### src/rtl/inv_trans_divider_pkg.sv
// Shared SRSC constants for the inverse-transmission divider: fixed-point
// formats, the derived dividend, the default clamp and the FSM state type.
package inv_trans_divider_pkg;

    // Transmission arrives as Q0.8; the multiplier wants Q2.6.
    localparam int Q08_FRAC = 8;
    localparam int Q26_FRAC = 6;

    // 1/t in Q2.6 is (2^Q08_FRAC * 2^Q26_FRAC) / t_raw.
    localparam int DIVIDEND_DEFAULT = 1 << (Q08_FRAC + Q26_FRAC);

    // One iteration per dividend bit (16384 needs 15 bits).
    localparam int DIV_W_DEFAULT = Q08_FRAC + Q26_FRAC + 1;

    // 65 keeps 1/t at or below 3.94, i.e. inside the 8-bit Q2.6 range.
    localparam int T_MIN_DEFAULT = 65;

    localparam int TAG_W_DEFAULT = 8;

    // Remainder never reaches the divisor, so 9 bits hold the shifted value.
    localparam int REM_W = 9;

    typedef enum logic [1:0] {
        IDLE = 2'd0,
        DIV  = 2'd1,
        DONE = 2'd2
    } div_state_t;

endpackage

### src/rtl/restoring_div_step.sv
// One combinational restoring-division iteration: shift the next dividend
// bit into the remainder, subtract the divisor when it fits.
module restoring_div_step
    import inv_trans_divider_pkg::*;
(
    input  logic [REM_W-1:0] rem,
    input  logic             dividend_bit,
    input  logic [7:0]       divisor,
    output logic [REM_W-1:0] rem_next,
    output logic             q_bit
);

    logic [REM_W:0] shifted;

    // Trial subtract; the difference is always below the divisor, so the
    // low REM_W bits carry the full result.
    always_comb begin
        shifted  = {rem, dividend_bit};
        q_bit    = (shifted >= {{(REM_W - 7){1'b0}}, divisor});
        rem_next = shifted[REM_W-1:0];
        if (q_bit) begin
            rem_next = shifted[REM_W-1:0] - {1'b0, divisor};
        end
    end

endmodule

### src/rtl/inv_trans_divider.sv
// Inverse-transmission divider: out_inv_trans = sat8(DIVIDEND / max(t, T_MIN))
// in Q2.6, computed by an iterative restoring divider, one bit per cycle.
//
// Handshake: a transfer happens on any rising clk edge where valid and ready
// are both high. in_ready is high only in IDLE; out_valid is high only in
// DONE, and out_inv_trans/out_tag stay frozen until the transfer completes.
module inv_trans_divider
    import inv_trans_divider_pkg::*;
#(
    parameter int T_MIN    = T_MIN_DEFAULT,
    parameter int TAG_W    = TAG_W_DEFAULT,
    parameter int DIVIDEND = DIVIDEND_DEFAULT,
    parameter int DIV_W    = DIV_W_DEFAULT
) (
    input  logic             clk,
    input  logic             rst_n,
    input  logic             in_valid,
    output logic             in_ready,
    input  logic [7:0]       in_trans,
    input  logic [TAG_W-1:0] in_tag,
    output logic             out_valid,
    input  logic             out_ready,
    output logic [7:0]       out_inv_trans,
    output logic [TAG_W-1:0] out_tag
);

    localparam int                CNT_W      = $clog2(DIV_W);
    localparam logic [CNT_W-1:0]  CNT_LAST   = CNT_W'(DIV_W - 1);
    localparam logic [7:0]        T_MIN_Q    = T_MIN[7:0];
    localparam logic [DIV_W-1:0]  DIVIDEND_Q = DIVIDEND[DIV_W-1:0];

    div_state_t       state;
    div_state_t       state_next;

    logic [7:0]       divisor_q;
    logic [DIV_W-1:0] quot_q;
    logic [REM_W-1:0] rem_q;
    logic [CNT_W-1:0] cnt_q;
    logic [TAG_W-1:0] tag_q;

    logic [REM_W-1:0] rem_next;
    logic             q_bit;
    logic [DIV_W-1:0] quot_next;
    logic [7:0]       t_clamped;
    logic [7:0]       result_sat;
    logic             accept;
    logic             out_fire;
    logic             last_step;

    assign accept    = in_valid & in_ready;
    assign out_fire  = out_valid & out_ready;
    assign last_step = (state == DIV) && (cnt_q == '0);

    // Clamp small transmissions so the divisor is never zero and 1/t fits.
    assign t_clamped = (in_trans < T_MIN_Q) ? T_MIN_Q : in_trans;

    // The quotient register doubles as the dividend shifter: dividend bits
    // leave at the top while quotient bits enter at the bottom.
    assign quot_next = {quot_q[DIV_W-2:0], q_bit};

    // Anything above 255 (only reachable with T_MIN <= 64) pins to full scale.
    assign result_sat = (|quot_next[DIV_W-1:8]) ? 8'hFF : quot_next[7:0];

    restoring_div_step u_step (
        .rem          (rem_q),
        .dividend_bit (quot_q[DIV_W-1]),
        .divisor      (divisor_q),
        .rem_next     (rem_next),
        .q_bit        (q_bit)
    );

    // FSM state register.
    always_ff @(posedge clk or negedge rst_n) begin
        if (!rst_n) begin
            state <= IDLE;
        end else begin
            state <= state_next;
        end
    end

    // FSM next-state: accept, iterate DIV_W times, hold until drained.
    always_comb begin
        state_next = state;
        case (state)
            IDLE:    if (accept)    state_next = DIV;
            DIV:     if (last_step) state_next = DONE;
            DONE:    if (out_fire)  state_next = IDLE;
            default: state_next = IDLE;
        endcase
    end

    // FSM output decode: only IDLE takes new work.
    always_comb begin
        in_ready = (state == IDLE);
    end

    // Divider datapath: load operands on accept, one restoring step per DIV cycle.
    always_ff @(posedge clk or negedge rst_n) begin
        if (!rst_n) begin
            divisor_q <= '0;
            quot_q    <= '0;
            rem_q     <= '0;
            cnt_q     <= '0;
            tag_q     <= '0;
        end else if (accept) begin
            divisor_q <= t_clamped;
            quot_q    <= DIVIDEND_Q;
            rem_q     <= '0;
            cnt_q     <= CNT_LAST;
            tag_q     <= in_tag;
        end else if (state == DIV) begin
            rem_q  <= rem_next;
            quot_q <= quot_next;
            if (cnt_q != '0) begin
                cnt_q <= cnt_q - CNT_W'(1);
            end
        end
    end

    // Result registers: capture on the final step, release on the output transfer.
    always_ff @(posedge clk or negedge rst_n) begin
        if (!rst_n) begin
            out_valid     <= 1'b0;
            out_inv_trans <= '0;
            out_tag       <= '0;
        end else if (last_step) begin
            out_valid     <= 1'b1;
            out_inv_trans <= result_sat;
            out_tag       <= tag_q;
        end else if (out_fire) begin
            out_valid     <= 1'b0;
        end
    end

endmodule
### config.mk
export PLATFORM = sky130hd
export DESIGN_NAME = inv_trans_divider
export DESIGN_NICKNAME = d
export VERILOG_FILES = /design/src/rtl/inv_trans_divider_pkg.sv /design/src/rtl/restoring_div_step.sv /design/src/rtl/inv_trans_divider.sv
export SDC_FILE = /design/constraint.sdc
export NUM_CORES = 1
export LEC_CHECK = 0
export BUFFER_PORTS_ARGS = -buffer_cell sky130_fd_sc_hd__clkbuf_2
export CAP_MARGIN = 10
export CORE_MARGIN = 2
export CORE_UTILIZATION = 43
export DETAILED_ROUTE_END_ITERATION = 8
export GPL_TIMING_DRIVEN = 0
export SLEW_MARGIN = 20
export SYNTH_ARGS = -nofsm -noshare
export SYNTH_HDL_FRONTEND = slang
export SYNTH_HIERARCHICAL = 1
export SYNTH_SLANG_ARGS = --single-unit
export TNS_END_PERCENT = 5
### constraint.sdc
create_clock -name clk -period 3.55 [get_ports clk]
set_input_delay 0.1775 -clock clk [delete_from_list [all_inputs] [get_ports clk]]
set_output_delay 0.1775 -clock clk [all_outputs]
set_load 0.01 [all_outputs]
; Yosys cells after proc, flatten, opt, wreduce, memory -nomap -nowiden
; Index checks and enable logic that the tools add are counted.
[word_totals]
word_cells = 46
register_bits = 63
out_inout_bits = 18
[op_classes]
addsub = 2
reduce_logical = 10
bitwise = 2
magnitude_cmp = 2
muxes = 16
n_eq_ne = 5
[op_table]
columns = op, n
row1 = $mux 15, 2
row2 = $mux 9, 3
row3 = $mux 8, 2
row4 = $mux 4, 3
row5 = $ge 10x8->1, 1
row6 = $sub 9x8->9, 1
row7 = $lt 8x7->1 const B, 1
row8 = $reduce_or 7->1, 1
row9 = $mux 2, 3
row10 = $pmux 2 s3, 1
row11 = $reduce_bool 2->1, 3
row12 = $logic_not 4->1, 1
row13 = $ne 2x2->1 const B, 2
row14 = $reduce_bool 4->1, 1
row15 = $sub 4x1->4 const B, 1
row16 = $reduce_and 3->1, 1
row17 = $and 1x1->1, 2
row18 = $eq 2x1->1 const B, 1
row19 = $eq 2x2->1 const B, 1
row20 = $logic_not 2->1, 1
row21 = $mux 1, 2
row22 = $ne 2x1->1 const B, 1
row23 = $reduce_and 2->1, 1
row24 = $logic_and 1x1->1, 1

; Logic depth before layout (Yosys ltp)
; Gate-level depths: netlist of run 1.
[logic_depth]
ltp_word = 4
mapped_depth = 11
ltp_nobuf = 10

; Cells and area by module
; Netlist of run 1, hierarchy kept.
[modules_own_cells]
columns = mod, cells_each, n_inst, seq_area_each_um2, area_each_um2
row1 = inv_trans_divider, 197, 1, 1576.5, 2504.9
row2 = restoring_div_step, 75, 1, 0.0, 523.0

; Least setup slack after synthesis of run 1
; OpenSTA, ideal clock, no wires.
[synth_path]
path_type = register -> register
from = register quot_q[14]
to = register rem_q[1]
arrival_ps = 2137
path_stages_with_launch = 10
setup_time_ps = 121
slack_ps = 1292
required_ps = 3429
cell_sequence = dfrtp_1 inv_1 ha_1 inv_1 fa_1 nand3_1 a21oi_1 nor4b_4 mux2_2 a22o_1
[synth_between]
elab_chain_cells = 4
word_cells_on_any_way = 5
[synth_rtl]
columns = element, line_no
row1 = from (decl), inv_trans_divider.sv:36  ; logic [DIV_W-1:0] quot_q;
row2 = from (signal assigned), inv_trans_divider.sv:113  ; quot_q <= quot_next;
row3 = $sub 9x8->9 / $ge 10x8->1 (equally long branches), "restoring_div_step.sv:22, restoring_div_step.sv:19"
row4 = $mux 9 (*), restoring_div_step.sv:21  ; if (q_bit) begin
row5 = via rem_next[1], inv_trans_divider.sv:41  ; logic [REM_W-1:0] rem_next;
row6 = $mux 9 (*), inv_trans_divider.sv:111  ; end else if (state == DIV) begin
row7 = $mux 9 (*), inv_trans_divider.sv:105  ; end else if (accept) begin
row8 = to (signal assigned), inv_trans_divider.sv:112  ; rem_q <= rem_next;
row9 = to (decl), inv_trans_divider.sv:37  ; logic [REM_W-1:0] rem_q;
; The timed path passes the listed nets; every way through them passes the cells marked *. The select of a mux whose other input is x is not followed.
; A chain may end at the register's enable or synchronous reset.

; Worst setup path after layout of run 1
; Ends and elaborated chain as after synthesis.

==> results.yml, run 1 <==
timing:
  worstMarginPinSlew_ns: 0.453
  hold_violations: 0
  post-route-period-util: 0.699
  max_freq_ghz: 0.403
  setup_viol: 0
  holdWs_ns: 0.0586
  fin_crit_ns: 2.48
  tns_ns: 0
  clock-skew-final_ns: 0.0114
  rsz0062_at_grt: "no"
  relSlewSlack: 0.698
  slew_viol_final: 0
critical_path:
  startpoint_type: "register"
  crit_start: "quot_q[14]$_DFFE_PN0P_"
  crit_required_ns: 3.76
  slowest_stage: "fa_1"
  worstPathCellList: "inv_1, ha_1, inv_1, fa_1, nand3_1, a21oi_1, nor4b_4, mux2_2, a22o_1"
  path_common_cell: "inv_1"
  crit_path_end_kind: "register"
  crit_arrival_ns: 2.69
  slowest_delay_ns: 0.40
  rr_startpoint: "quot_q[14]$_DFFE_PN0P_"
  critPathKind: "register to register"
  reg2reg_depth: 9
  worstPathMaxFanout: 5
  reg2reg_to: "rem_q[1]$_DFFE_PN0P_"
  r2r_setup_slack_ns: 1.07
drt:
  antenna_left: 0
  drt_iter0_markers: 62
  wl_per_cell_um: 14.3
  firstDrtPassIters: 4
  wl_um: 6070
  avgViaCountPerCell: 5.15
  drcViolationCount: 0
  num_vias: 2177
outcome:
  outcome: "finished, final reports clean"
placement:
  port_buffers: 37
  hpwl_um: 4340
  dp_cells: 406
  gp_congestion: 0.784
grt:
  grt_pass1_wl_um: 10400
  grt.overflow.total: 0
  grt_use_total: 0.175
  grt_pass1_vias: 2158
  grt_max_degree: 54
  antenna_found_initial: 0
clocking:
  cts.sinks: 63
  insertion_delay_ns: 0.33
  clock_path_buffers: 2
  clockRootBuffer: "clkbuf_8"
  cts_inserted_buffers: 9
  cts_tree: "yes"
  htree_num_levels: 3
  cts.reportedPaths.clkPinSlew_ns: 0.07
power:
  switching_share: 0.402
  power_mw: 3.79
  power_frac_clock: 0.146
  irDropWorstVdd_mv: 0.481
  p_comb_frac: 0.510
  cellPowerDensity_nw_per_um2: 1070
  switching_power_mw: 1.53
  intPower_mw: 2.27
  p_seq_frac: 0.344
  leakagePower_nw: 1.64
synthesis:
  synth_cell_types: 46
  synth-async-reset-ratio: 1.00
  yosysTopAreaCellShare: 0.521
  synth.yosys.seq_area_share: 0.521
  avgSynthCellArea_sq_um: 11.1
  synthTopCellsByArea: "dfrtp_1 52%, mux2_2 7.1%, a22o_1 6.7%"
  synth_edf_count: 0
  syn_area_sq_um: 3030
  synth_top_area_cell: "dfrtp_1"
  yosys_warnings: 6
  synth_ff_type: "dfrtp_1"
  synth_seq_cells: 63
  synth_nets: 303
  synthCells: 272
finish:
  nets: 353
  diodes: 0
  regArea_sq_um: 1580
  fin_cells: 423
  areaGrowthSynthToFinish_pct: 17.2
  fin_util: 0.522
  final_common_cell: "dfrtp_1"
  fillCellCount: 625
  multiInputGateArea_sq_um: 1310
  most-common-layout-cells: "63 x dfrtp_1, 36 x clkbuf_2, 23 x nand2_1, 23 x a22o_1, 19 x mux2_2"
  layout-drive-gt1-share: 0.257
floorplan:
  initial_core_util: 0.446
  die_h_um: 87.9
  core-area_sq_um: 6790
  die-area_sq_um: 7730
  die_x_um: 87.9
  rows: 30
  io_pins: 38
min_path:
  hp-class: "primary input to register"
  min_from: "out_ready"
  holdPathStages: 2
  hold_path_end: "out_valid$_DFFE_PN0P_"
flow_run:
  max_cap_viol_count: 0
[power by group through the flow]
stage	clock network [mW]	logic [mW]	registers, mW
detailed placement	0	1.95	1.31
CTS	0.571	1.96	1.31
global placement	0	1.90	1.31
floorplan	0	1.47	1.30
global route	0.601	2.18	1.36
finish	0.552	1.93	1.31
[area by class of cell]
type | count | area share
clock inverters | 5 | 0.00952
well taps | 96 | 0.0339
plain buffers | 14 | 0.0222
inverters | 17 | 0.0180
repair buffers | 39 | 0.0635
flip-flops and latches | 63 | 0.444
clock buffers | 11 | 0.0398
multi-input cells | 178 | 0.369
[stage by stage]
| stage | setup WS [ns] | cell area [sq um] |
|---|---|---|
| 5_1_grt | 0.917 | 3550 |
| 6_report | 1.07 | 3550 |
| 4_1_cts | 1.05 | 3550 |
| 3_5_place_dp | 1.08 | 3360 |
| 2_1_floorplan | 1.29 | 3030 |
| 3_3_place_gp | 1.08 | 3330 |
[worst max-delay path by stage]
| stage | end | slack [ns] | cells past startpoint |
|---|---|---|---|
| after floorplan | rem_q[1]$_DFFE_PN0P_ | 1.29 | 9 |
| after global placement | rem_q[1]$_DFFE_PN0P_ | 1.08 | 9 |
| after detailed placement | rem_q[1]$_DFFE_PN0P_ | 1.08 | 9 |
| after CTS | rem_q[1]$_DFFE_PN0P_ | 1.05 | 9 |
| after global routing | rem_q[1]$_DFFE_PN0P_ | 0.92 | 9 |
| final | rem_q[1]$_DFFE_PN0P_ | 1.07 | 9 |
[critical path, delay by kind of cell (launching register included)]
kind            cells  cell delay, ns
flops               1            0.39
buf+inv             2            0.14
mux                 1            0.38
fa+ha+maj           2            0.57
simple gates        2            0.56
compound gates      2            0.34
[routing by layer]
layer	vias up	track usage	routed length [um]
li1	1090	-	-
met1	1041	0.239	2970
met2	41	0.269	2800
met3	5	0.0443	234
met4	0	0.0671	63
met5	-	0	0
[registers in the layout (all words and copies together), names as in the netlist, 2 cells and up]
register	flops
rem_q	9
state	2
out_inv_trans	8
quot_q	15
cnt_q	4
out_tag	8
divisor_q	8
tag_q	8
[synthesized netlist by cell type, types with 4 or more instances]
cell type  number
ha_1           10
nor2b_1         4
a21oi_1        16
dfrtp_1        63
mux2_2         19
a31oi_1         8
or4_1           4
nor2_1          7
a22o_1         23
clkbuf_1        6
o21ai_0        15
nand2_1        23
nor3_1          9
inv_1          17
[cell families (layout without fill, tap and decap cells)]
| kind of cell | Yosys count | after routing | synth area share |
|---|---|---|---|
| adder cells (fa/ha/maj) | 11 | 11 | 0.0479 |
| flip-flops | 63 | 63 | 0.521 |
| buffers and inverters | 31 | 86 | 0.0471 |
| multiplexers | 22 | 22 | 0.0806 |
| AND/OR/NAND/NOR | 65 | 65 | 0.120 |
| XOR/XNOR | 3 | 3 | 0.00868 |
| AO/OA/AOI/OAI | 77 | 77 | 0.175 |
[timing repair]
action                    4_1_cts  5_1_grt
setup buffers                   0        0
gates resized for setup         0        0
hold buffers                    1        0
hold endpoints to repair       10        0
(Power assumes the default switching activity.)
==> run 2, diff against run 1 <==
--- a/config.mk
+++ b/config.mk
@@ -5,6 +5,7 @@
 export SDC_FILE = /design/constraint.sdc
 export NUM_CORES = 1
 export LEC_CHECK = 0
+export ABC_AREA = 1
 export BUFFER_PORTS_ARGS = -buffer_cell sky130_fd_sc_hd__clkbuf_2
 export CAP_MARGIN = 10
 export CORE_MARGIN = 2
==> constraint.sdc (replaced) <==
create_clock -name clk -period 2.45 [get_ports clk]
set_input_delay 0.1225 -clock clk [delete_from_list [all_inputs] [get_ports clk]]
set_output_delay 0.1225 -clock clk [all_outputs]
set_load 0.01 [all_outputs]
==> results.yml, run 2 <==
outcome:
  outcome: "finished, final reports clean"
timing:
  rsz0062_at_grt: "no"
  relSlewSlack: 0.673
  setup_viol: 0
  holdWs_ns: 0.0303
  worstMarginPinSlew_ns: 0.488
  post-route-period-util: 0.893
  tns_ns: 0
  clock-skew-final_ns: 0.00799
  hold_violations: 0
  slew_viol_final: 0
  fin_crit_ns: 2.19
  max_freq_ghz: 0.457
clocking:
  cts.reportedPaths.clkPinSlew_ns: 0.08
  postCtsSetupBuffers: 0
  clockRootBuffer: "clkbuf_8"
  cts.sinks: 63
  htree_num_levels: 3
  cts_resized: 0
  cts_tree: "yes"
  ctsHoldBuffers: 10
  cts_inserted_buffers: 9
  insertion_delay_ns: 0.35
  clock_path_buffers: 2
finish:
  largest_reg_flops: 15
  diodes: 0
  final_common_cell: "nand2_1"
  most-common-layout-cells: "181 x nand2_1, 63 x dfrtp_1, 49 x inv_1"
  fin_area_sq_um: 3920
  fillCellCount: 746
  areaGrowthSynthToFinish_pct: 19.7
  layout-drive-gt1-share: 0.174
  multiInputGateArea_sq_um: 1440
  regArea_sq_um: 1580
  max_flop_register: "quot_q"
  nets: 504
  fin_util: 0.537
  reg_top3: "quot_q: 15 flops, rem_q: 9 flops"
critical_path:
  path_delay_family: "simple AND/OR/NAND/NOR gates"
  slowest_stage: "fa_1"
  critPathKind: "register to register"
  crit_arrival_ns: 2.43
  worstPathMaxFanout: 10
  worstPathCellList: "inv_1, ha_1, inv_1, fa_1, nand3_1, nand3_1, nand2_2, nand4_4, inv_1, nand3_1, nand2_1, nand2_1"
  startpoint_type: "register"
  path_buf_inv: 3
  crit_required_ns: 2.69
  slowest_delay_ns: 0.44
  crit_path_end_kind: "register"
synthesis:
  yosys_warnings: 6
  yosysTopAreaCellShare: 0.482
  synth_most_common_cell: "nand2_1"
  synth_top_area_cell: "dfrtp_1"
  synth_cell_types: 30
  synth_nets: 445
  synth_edf_count: 0
  synth_seq_cells: 63
  synth.yosys.seq_area_share: 0.482
  syn_area_sq_um: 3270
  synth_ff_type: "dfrtp_1"
  synthTopCellsByArea: "dfrtp_1 48%, nand2_1 21%, inv_1 5.6%"
  synthCells: 414
  synth-async-reset-ratio: 1.00
  avgSynthCellArea_sq_um: 7.90
  yosys-top-cells-count: "181 x nand2_1, 63 x dfrtp_1, 49 x inv_1, 29 x nand3_1, 17 x nor2_1"
drt:
  avgViaCountPerCell: 4.67
  wl_um: 6940
  firstDrtPassIters: 5
  drcViolationCount: 0
  drt_iter0_markers: 116
  antenna_left: 0
  num_vias: 2697
  wl_per_cell_um: 12.0
placement:
  dpl-instance-area_sq_um: 3610
  port_buffers: 37
  hpwl_um: 4960
  gp_congestion: 0.817
grt:
  grt_use_total: 0.183
  met2_usage: 0.301
  grt.overflow.total: 0
  antenna_found_initial: 0
  grt_max_degree: 47
  met3_usage: 0.0456
  grt_pass1_wl_um: 12200
  busiest_layer: "met2"
  grt_pass1_vias: 2775
  met1_usage: 0.233
power:
  power_mw: 6.02
  cellPowerDensity_nw_per_um2: 1540
  leakagePower_nw: 2.19
  irDropWorstVdd_mv: 0.605
min_path:
  hp-class: "primary input to register"
flow_run:
  max_cap_viol_count: 0
floorplan:
  rows: 31
  die-area_sq_um: 8320
  io_pins: 38
  die_h_um: 91.2
  die_x_um: 91.2
  core-area_sq_um: 7290
  initial_core_util: 0.449
## run 2: cell types whose count changed after synthesis, sizes merged, moves of 8 or more
cell / delta
nand3: +28
a22o: -23
mux2: -19
nor2: +15
nor3: -8
nand2: +164
a21oi: -11
inv: +38
o22ai: +13
o21ai: -8
## run 2: power by group
| part | leakage [nW] | switching (mW) | internal (mW) |
|---|---|---|---|
| clock | 0.0989 | 0.440 | 0.501 |
| combinational | 1.30 | 2.07 | 1.20 |
| sequential | 0.795 | 0.294 | 1.52 |
| total | 2.19 | 2.81 | 3.21 |
## run 2: worst paths after layout
kind | start | to | slack (ns) | depth (start not counted)
worst min-delay path | in_trans[4] | divisor_q[4]$_DFFE_PN0P_ | 0.03 | 3
worst min register to register | out_tag[4]$_DFFE_PN0P_ | out_tag[4]$_DFFE_PN0P_ | 0.48 | 2
worst max-delay path | quot_q[14]$_DFFE_PN0P_ | out_inv_trans[0]$_DFFE_PN0P_ | 0.26 | 12
min in group asynchronous | rst_n | out_tag[3]$_DFFE_PN0P_ | 0.21 | 2
worst max register to register | quot_q[14]$_DFFE_PN0P_ | out_inv_trans[0]$_DFFE_PN0P_ | 0.26 | 12
max in group asynchronous | rst_n | rem_q[1]$_DFFE_PN0P_ | 1.73 | 3
## run 2: logic make-up after synthesis
family | synth area share
AO/OA/AOI/OAI | 0.0562
XOR/XNOR | 0.0107
adder cells (fa/ha/maj) | 0.0444
buffers and inverters | 0.0788
flip-flops | 0.482
AND/OR/NAND/NOR | 0.328
## run 2: routing by layer
layer  vias up  part of all wire  routed length [um]
met5         -                 0                   0
met4         0             0.013                  92
met3         8             0.037                 254
met2        42              0.46                3200
met1      1246              0.49                3390
li1       1401                 -                   -
## run 2: final cells by class
type,instances,share of cell area
Sequential cell,63,0.403
Multi-Input combinational cell,288,0.367
Timing Repair Buffer,48,0.0805
Inverter,55,0.0534
Clock buffer,10,0.0352
Tap cell,99,0.0316
Clock inverter,6,0.0173
Buffer,8,0.0125
## run 2: worst register-to-register path: stages (launching register included)
cell and delay [ns]:
dfrtp_1 0.40, inv_1 0.07, ha_1 0.14, inv_1 0.07
fa_1 0.45, nand3_1 0.11, nand3_1 0.12, nand2_2 0.15
nand4_4 0.18, inv_1 0.15, nand3_1 0.11, nand2_1 0.09
nand2_1 0.05
## run 2: metrics by stage
step           instances  setup slack, ns
2_1_floorplan        414            0.594
3_3_place_gp         550            0.315
3_5_place_dp         551            0.292
4_1_cts              577            0.285
5_1_grt              577            0.105
6_report             577            0.262
